--- config.mk ---
export PLATFORM = sky130hd
export DESIGN_NAME = dac_channel_scheduler
export DESIGN_NICKNAME = d
export VERILOG_FILES = /design/src/rtl/dac_pkg.sv /design/src/rtl/dac_rr_arbiter.sv /design/src/rtl/dac_channel_scheduler.sv
export SDC_FILE = /design/constraint.sdc
export NUM_CORES = 1
export LEC_CHECK = 0
export ABC_AREA = 1
export BUFFER_PORTS_ARGS = -buffer_cell sky130_fd_sc_hd__clkbuf_2
export CAP_MARGIN = 5
export CORE_MARGIN = 5
export CORE_UTILIZATION = 35
export DETAILED_ROUTE_END_ITERATION = 8
export PLACE_DENSITY = 0.63
export SLEW_MARGIN = 5
export SYNTH_ARGS = -nofsm -noshare
export SYNTH_HDL_FRONTEND = slang
export SYNTH_SLANG_ARGS = --single-unit
--- constraint.sdc ---
create_clock -name clk -period 5.8 [get_ports clk]
set_clock_uncertainty 0.15 [all_clocks]
set_input_delay 1.16 -clock clk [delete_from_list [all_inputs] [get_ports clk]]
set_output_delay 1.16 -clock clk [all_outputs]
set_load 0.05 [all_outputs]
--- src/rtl/dac_pkg.sv ---
// Shared definitions for the DAC channel scheduler: command codes, sizes,
// FSM encoding and the frame builder used by the issue logic.
package dac_pkg;

   localparam int N_CH    = 4;
   localparam int FRAME_W = 32;

   localparam logic [3:0] WR_N         = 4'b0000;
   localparam logic [3:0] WR_UPD_N     = 4'b0011;
   localparam logic [3:0] WR_N_UPD_ALL = 4'b0010;

   typedef enum logic [2:0] {
      ST_INIT_ISSUE = 3'd0,
      ST_IDLE       = 3'd1,
      ST_ISSUE      = 3'd2,
      ST_WAIT_BUSY  = 3'd3,
      ST_WAIT_DONE  = 3'd4,
      ST_GAP        = 3'd5
   } state_t;

   function automatic logic [FRAME_W-1:0] build_frame(input logic [3:0]  cmd,
                                                      input logic [3:0]  addr,
                                                      input logic [11:0] data);
      return {8'h00, cmd, addr, data, 4'h0};
   endfunction

endpackage

--- src/rtl/dac_rr_arbiter.sv ---
// Combinational round-robin pick: first requesting channel after ptr,
// wrapping so that ptr itself has the lowest priority.
module dac_rr_arbiter
   import dac_pkg::*;
(
   input  logic [N_CH-1:0] req,
   input  logic [1:0]      ptr,
   output logic [N_CH-1:0] grant,
   output logic [1:0]      grant_idx,
   output logic            any_req,
   output logic            any_other
);

   logic [1:0] idx;
   logic       found;

   always_comb begin
      grant     = '0;
      grant_idx = 2'd0;
      found     = 1'b0;
      idx       = 2'd0;
      for (int k = 1; k <= N_CH; k++) begin
         idx = ptr + 2'(k);
         if (!found && req[idx]) begin
            found      = 1'b1;
            grant_idx  = idx;
            grant[idx] = 1'b1;
         end
      end
   end

   assign any_req   = |req;
   assign any_other = |(req & ~grant);

endmodule

--- src/rtl/dac_channel_scheduler.sv ---
// Shares the 4-channel SPI DAC between four requesters: coalesces updates,
// arbitrates round-robin and hands 32-bit frames to the SPI shifter.
module dac_channel_scheduler
   import dac_pkg::*;
#(
   parameter int          DATA_W     = 12,
   parameter logic [11:0] INIT_CODE  = 12'h800,
   parameter int          GAP_CYCLES = 2
)(
   input  logic                   clk,
   input  logic                   reset,
   input  logic [N_CH-1:0]        req_valid,
   input  logic [N_CH*DATA_W-1:0] req_data,
   output logic [N_CH-1:0]        req_ready,
   input  logic                   sync_mode,
   output logic [FRAME_W-1:0]     tx_frame,
   output logic                   tx_start,
   input  logic                   tx_busy,
   output logic                   init_done,
   output logic                   busy
);

   state_t            state;
   logic [N_CH-1:0]   pend;
   logic [DATA_W-1:0] pend_data [N_CH];
   logic [1:0]        rr_ptr;
   logic [2:0]        init_cnt;
   logic [3:0]        gap_cnt;

   logic [N_CH-1:0]   grant;
   logic [1:0]        grant_idx;
   logic              any_req;
   logic              any_other;
   logic [N_CH-1:0]   accept;
   logic              dispatch;
   logic              gap_last;
   logic [3:0]        issue_cmd;

   dac_rr_arbiter u_arb (
      .req       (pend),
      .ptr       (rr_ptr),
      .grant     (grant),
      .grant_idx (grant_idx),
      .any_req   (any_req),
      .any_other (any_other)
   );

   assign req_ready = {N_CH{init_done}};
   assign busy      = (state != ST_IDLE);
   assign accept    = req_valid & req_ready;
   assign dispatch  = (state == ST_IDLE) && !tx_busy && any_req;
   assign gap_last  = (gap_cnt == 4'(GAP_CYCLES - 1));
   assign issue_cmd = !sync_mode ? WR_UPD_N : (any_other ? WR_N : WR_N_UPD_ALL);

   // A new accept wins over the dispatch clear, so a value arriving while its
   // channel is being sent is kept for a later frame.
   always_ff @(posedge clk or posedge reset) begin
      if (reset) begin
         pend <= '0;
         for (int i = 0; i < N_CH; i++) pend_data[i] <= '0;
      end else begin
         for (int i = 0; i < N_CH; i++)
            if (accept[i]) pend_data[i] <= req_data[i*DATA_W +: DATA_W];
         pend <= (pend & ~(dispatch ? grant : '0)) | accept;
      end
   end

   // Frame and start are registered on entry to ISSUE/INIT_ISSUE so tx_start is
   // high exactly in those states. Reset parks in the last GAP cycle so the
   // first init frame follows the same path as every later one.
   always_ff @(posedge clk or posedge reset) begin
      if (reset) begin
         state     <= ST_GAP;
         gap_cnt   <= 4'(GAP_CYCLES - 1);
         init_cnt  <= 3'd0;
         init_done <= 1'b0;
         rr_ptr    <= 2'd3;
         tx_frame  <= '0;
         tx_start  <= 1'b0;
      end else begin
         tx_start <= 1'b0;
         case (state)
            ST_IDLE: begin
               if (dispatch) begin
                  tx_frame <= build_frame(issue_cmd, {2'b00, grant_idx}, pend_data[grant_idx]);
                  tx_start <= 1'b1;
                  rr_ptr   <= grant_idx;
                  state    <= ST_ISSUE;
               end
            end
            ST_ISSUE, ST_INIT_ISSUE: state <= ST_WAIT_BUSY;
            ST_WAIT_BUSY: if (tx_busy) state <= ST_WAIT_DONE;
            ST_WAIT_DONE: begin
               if (!tx_busy) begin
                  gap_cnt <= 4'd0;
                  state   <= ST_GAP;
               end
            end
            ST_GAP: begin
               if (!gap_last) begin
                  gap_cnt <= gap_cnt + 4'd1;
               end else if (init_cnt == 3'd4) begin
                  init_done <= 1'b1;
                  state     <= ST_IDLE;
               end else begin
                  tx_frame <= build_frame(WR_UPD_N, {2'b00, init_cnt[1:0]}, INIT_CODE);
                  tx_start <= 1'b1;
                  init_cnt <= init_cnt + 3'd1;
                  state    <= ST_INIT_ISSUE;
               end
            end
            default: state <= ST_IDLE;
         endcase
      end
   end

endmodule

[Yosys cells after proc, flatten, opt, wreduce, memory -nomap -nowiden]
Cells that the tools add are included.
Storage, ports and cells
  flip-flop bits (word level): 98
  bits of input ports: 56
  output and inout bits: 39
  word-level logic and storage cells: 126
Cells by class
  bitwise gates (word level): 11
  order comparisons: 9
  equality and inequality tests: 14
  reduce and logical (&&, ||, !) cells: 25
  add/sub/neg operators: 5
  muxes and demuxes: 50
Operators by type and width (number)
  32-bit two-way mux: 3
  32-bit case mux with 2 select lines: 1
  4-bit two-way mux: 7
  12-bit binary-select mux with 2-bit select: 1
  12-bit two-way mux: 2
  4-bit bitwise OR: 4
  1-bit two-way mux: 15
  3-bit case mux with 5 select lines: 1
  4-bit bitwise AND: 3
  2-bit by 3-bit < comparator with 1-bit output (second input constant): 4
  2-bit two-way mux: 6
  3-bit two-way mux: 4
  2-bit != test (second input constant): 6
  3-bit equality test (second input constant): 3
  1-bit logical AND: 9
  3-bit AND reduction: 3
  1-bit binary-select mux with 2-bit select: 4
  1-bit demux with 2-bit select: 4
  2-bit by 1-bit greater-or-equal comparator with 1-bit output (second input constant): 4
  4-bit inverter: 2
  4-bit case mux with 2 select lines: 1
  4-bit AND reduction: 2
  4-bit OR reduction: 2
  3-bit by 2-bit equality test with 1-bit output (second input constant): 2
  other kinds (16): 21

[Longest topological paths before layout]
  depth after elaboration: 20
  mapped depth: 15
  gate-level depth less buffers: 14

[Cells and area by module]
From an unflattened synthesis, not the netlist that was laid out.
Second synthesis, totals
  cell total of the unflattened synthesis: 507
  area, all modules: 4563.1 um2
By module, submodules not included
  dac_channel_scheduler: area an instance 4002.6 um2, times used 1, cells an instance 418
  dac_rr_arbiter: area an instance 560.5 um2, times used 1, cells an instance 89

[Worst setup path after synthesis]
OpenSTA, ideal clock, no wires.
  path type: register -> register
  from: reg rr_ptr[0]
  to: reg tx_frame[10]
  cell stages (with the launch flop): 15
  library setup time: 0.118 ns
  period minus slack after synthesis: 2.372 ns
  slack: 3.428 ns
  buffers on the path: 2
  data arrival time: 2.104 ns
  path through: dfstp_2 > buf_6 > inv_8 > ha_1 > inv_1 > nand3_1 > nand2_1 > nand4_4 > nand2_4 > nand2_4 > buf_4 > nand2_1 > nand3_1 > nand3_1 > nand2_1
On the way
  word-level cells in the longest chain between the ends: 19
  elaborated cells on any way between the ends: 30
  those cells by class: add/sub (3); mux (20); bitwise (1); reduce/logical (6)
Ends and longest elaborated chain
  start: declaration: RTL line dac_channel_scheduler.sv:26  | logic [1:0] rr_ptr;
  start signal: assignment: RTL line dac_channel_scheduler.sv:87  | rr_ptr <= grant_idx;
  2-bit by 1-bit adder with 2-bit output: RTL line dac_rr_arbiter.sv:23  | idx = ptr + 2'(k);
  1-bit binary-select mux with 2-bit select: RTL line dac_rr_arbiter.sv:24  | if (!found && req[idx]) begin
  1-bit two-way mux (not written as such): RTL line dac_rr_arbiter.sv:24
  1-bit two-way mux: RTL line dac_rr_arbiter.sv:24
  1-bit zero test: RTL line dac_rr_arbiter.sv:24
  1-bit logical AND: RTL line dac_rr_arbiter.sv:24
  1-bit two-way mux: RTL line dac_rr_arbiter.sv:24
  1-bit zero test: RTL line dac_rr_arbiter.sv:24
  (+2 left out)
  1-bit zero test: RTL line dac_rr_arbiter.sv:24
  1-bit logical AND: RTL line dac_rr_arbiter.sv:24
  2-bit two-way mux (*): RTL line dac_rr_arbiter.sv:24
  2-bit inverter with 3-bit output (not written as such) (*): RTL line dac_channel_scheduler.sv:85  | tx_frame <= build_frame(issue_cmd, {2'b00, grant_idx}, pend_data[grant_idx]);
  12-bit binary-select mux with 2-bit select (*): RTL line dac_channel_scheduler.sv:85
  12-bit two-way mux (not written as such) (*) (2 in a row): RTL line dac_channel_scheduler.sv:85
  32-bit two-way mux (*): RTL line dac_channel_scheduler.sv:84  | if (dispatch) begin
  32-bit case mux with 2 select lines (*): RTL line dac_channel_scheduler.sv:82  | case (state)
  end signal: assignment: RTL line dac_channel_scheduler.sv:85
  end signal: assignment: RTL line dac_channel_scheduler.sv:106  | tx_frame <= build_frame(WR_UPD_N, {2'b00, init_cnt[1:0]}, INIT_CODE);
  end: declaration: RTL line dac_channel_scheduler.sv:16  | output logic [FRAME_W-1:0] tx_frame,
Every way passes the cells marked *; elsewhere a longest branch is shown, timed or not. The select of a mux whose other input is x is not followed.
A chain may end at the register's enable or synchronous reset.

[Worst setup path in the final report]
  from: reg rr_ptr[0]
  to: reg tx_frame[15]
The elaborated chain is that of the path after synthesis.

==> qor.txt <==
Critical path type - reg -> reg
Fin util - 42.15%
Endpoint, Worst Hold - init_cnt[2]
Most frequent cells after synthesis - nand2_1 (101), dfrtp_1 (77), nand3_1 (71), mux2_2 (44), inv_1 (25)
Cell Rows - 40
Worst VDD drop - 0.2367 mV
Resized cells post-CTS - 0
Distinct cells, synth - 36
Hold Path Depth - 1
Static Leak - 2.657 nW
Hold buffers post-CTS - 0
Clock root buffer - clkbuf_16
Synth top area share - 44.00%
Global-route wire length before repair - 18.24 mm
Max-slew violation count - 0
Outcome - complete, no violations
CTS sink count - 82
GP Congestion - 0.9687
Fin. Hold Viols - 0
PortBufs - 78
Worst path cell trace - inv_8, ha_1, inv_1, nand3_2, nand2_4, inv_4, nand3_2, nand2_4, nand2_1, nand3_1, nand3_1, nand2_1, inv_1
Overflow after GRT - 0
Power Total - 0.002980 W
Top FF cell, synth - dfrtp_1
Initial detailed-routing violation count - 210
Largest area contributor in the netlist - dfrtp_1
H-tree depth - 3
Mean post-synth cell area - 9.438 um^2
DP Wirelength - 8.188 mm
Die area - 0.01485 mm^2
Non-filler cells, final - 707
Async SR Flop Fraction - 100.0%
GRT Util Overall - 15.38%
Setup Slack @ Placement - 2790 ps
Worst skew pair latency - 330 ps
Flops & latches, synth - 82
Register area share after synthesis - 47.00%
Crit path max fanout - 26
Worst path required time - 5870 ps
Crit-path slowest cell - dfstp_2
Post-route setup TNS - 0 ps
Rel. slew slack - 30.27%
Post-Syn Instances - 464
Worst slew pin tran - 1046 ps
Reg2reg end - tx_frame[15]
Final setup viols - 0
Worst setup EP type - flop
Antenna-violating nets left - 0
# diodes - 0
Area growth, synth to finish - 17.06%
Setup ws final - 2737 ps
# Max-Cap Violations - 0
DP Cell Count - 691
Vias/cell - 4.959
CTS tree - yes
Total CTS buffers - 9
R2r startpoint - rr_ptr[0]
Synth area leaders - dfrtp_1 (44%), mux2_2 (11%), nand2_1 (8.7%), nand3_1 (8.1%), buf_4 (3.9%)
CP arrival - 3130 ps
Synth warn - 0
Clock-pin transition on the worst setup and hold timing paths - 70 ps
Share of layout cells above drive strength 1 - 32.65%
Pin count of the biggest net entering global routing - 83
# IOs - 95
Via Count - 3506
Number of synthesized flops with an enable pin - 0
Starting density of the core - 36.01%
Routed len/inst - 15.50 um
Crit-path max cell delay - 700 ps
Initial antenna violation count - 0
Worst setup startpoint - rr_ptr[0]
CTS Buffer Depth - 2
Nets - 602
DRC viols - 0
Critical path launch point type - flop
Setup Buffers After CTS - 0
PwrDens - 581.4 mW/mm^2
Die width - 121.9 um
Fmax - 0.3265 GHz
Fin crit share - 52.81%
Worst min-delay path class - reg -> reg
Unrepaired setup endpoints after global routing - false
Hold wc startpoint - init_cnt[2]
Most frequent cell after synthesis - nand2_1
CP delay by family, top - simple AND/OR/NAND/NOR gates
Worst R2R Setup Slack - 2740 ps
Bufs and invs on worst path - 4
Final WL - 10.96 mm
Synthesized area - 0.004379 mm^2
DR pass1 iterations - 5
Min Tclk post-route - 3063 ps
Reg2Reg Depth - 13
Die H - 121.9 um
Vias in the first global route - 3603
Core Box Area - 0.01216 mm^2
## layer usage
| metal | track usage [%] | up-vias | wire length (um) |
|---|---|---|---|
| met5 | 0 | - | 0 |
| met4 | 3.011 | 0 | 101 |
| met3 | 3.946 | 9 | 650 |
| met2 | 26.14 | 120 | 5356 |
| met1 | 19.93 | 1723 | 4853 |
| li1 | - | 1654 | - |
## cell usage in the layout (no fill, tap or decap), types with 2 or more instances in the layout
| cell | n |
|---|---|
| dfstp_2 | 5 |
| nor2_4 | 4 |
| xor2_1 | 2 |
| o221ai_1 | 3 |
| nand2_1 | 101 |
| bufinv_16 | 2 |
| inv_6 | 2 |
| nand2_4 | 4 |
| nor2_1 | 19 |
| nand4_1 | 5 |
| mux2_2 | 44 |
| nand3_2 | 5 |
| nand3_1 | 71 |
| ha_1 | 12 |
| o22ai_1 | 3 |
| inv_1 | 24 |
| conb_1 | 16 |
| nand2_2 | 6 |
| clkbuf_2 | 78 |
| o21ai_1 | 2 |
| o21ai_0 | 11 |
| a22oi_1 | 2 |
| dfrtp_1 | 77 |
| inv_2 | 7 |
| clkbuf_16 | 9 |
| a21oi_1 | 10 |
## cell type report
class / instances / area, um^2
clock buffers: 11 / 242.7
flip-flops and latches: 82 / 2058
clock inverters: 5 / 85.08
fillers: 1191 / 7036
well taps: 168 / 210.2
repair buffers: 79 / 397.9
inverters: 34 / 138.9
multi-input cells: 328 / 1993
## per-stage QoR
step	hold slack (ps)	instance area, um^2
after detailed placement	344.4	4798
after CTS	354.6	5126
after global placement	337.0	4798
after floorplan	316.1	4436
final	352.2	5126
after global routing	372.2	5126
## state kept, by name, indices dropped and copies added (netlist names)
name	cells
gap_cnt	4
init_cnt	3
init_done	1
pend	4
pend_data	48
rr_ptr	2
state	3
tx_frame	16
tx_start	1
## how the worst max path moves through the flow
stage	to	slack, ps	cells past startpoint
2_1_floorplan	gap_cnt[1]	2390	1
3_3_place_gp	tx_frame[15]	2870	13
3_5_place_dp	tx_frame[15]	2790	13
4_1_cts	tx_frame[15]	2750	13
5_1_grt	tx_frame[15]	2510	13
6_report	tx_frame[15]	2740	13
## cell families after synthesis
kind of cell,count (synthesis),synth area share (%)
adders and majority gates,12,3.428
AOI/OAI and AO/OA,33,4.372
and+or+nand+nor,220,24.43
buffers and inverters,69,8.771
DFF,82,47.00
muxes,44,11.31
other,1,0.08563
xor gates and xnor gates,3,0.6001
## worst register-to-register path: cells and delay by family, from the launching register on
family | cells | cell delay (ps)
buf+inv | 4 | 320
simple gates | 8 | 1460
flops | 1 | 700
fa+ha+maj | 1 | 340
## report_power, final
group | internal (W) | switching (W)
sequential | 0.000763 | 0.000153
combinational | 0.000426 | 0.00101
clock | 0.000392 | 0.000236
total | 0.00158 | 0.00140
Power figures use the tool's default switching activity.
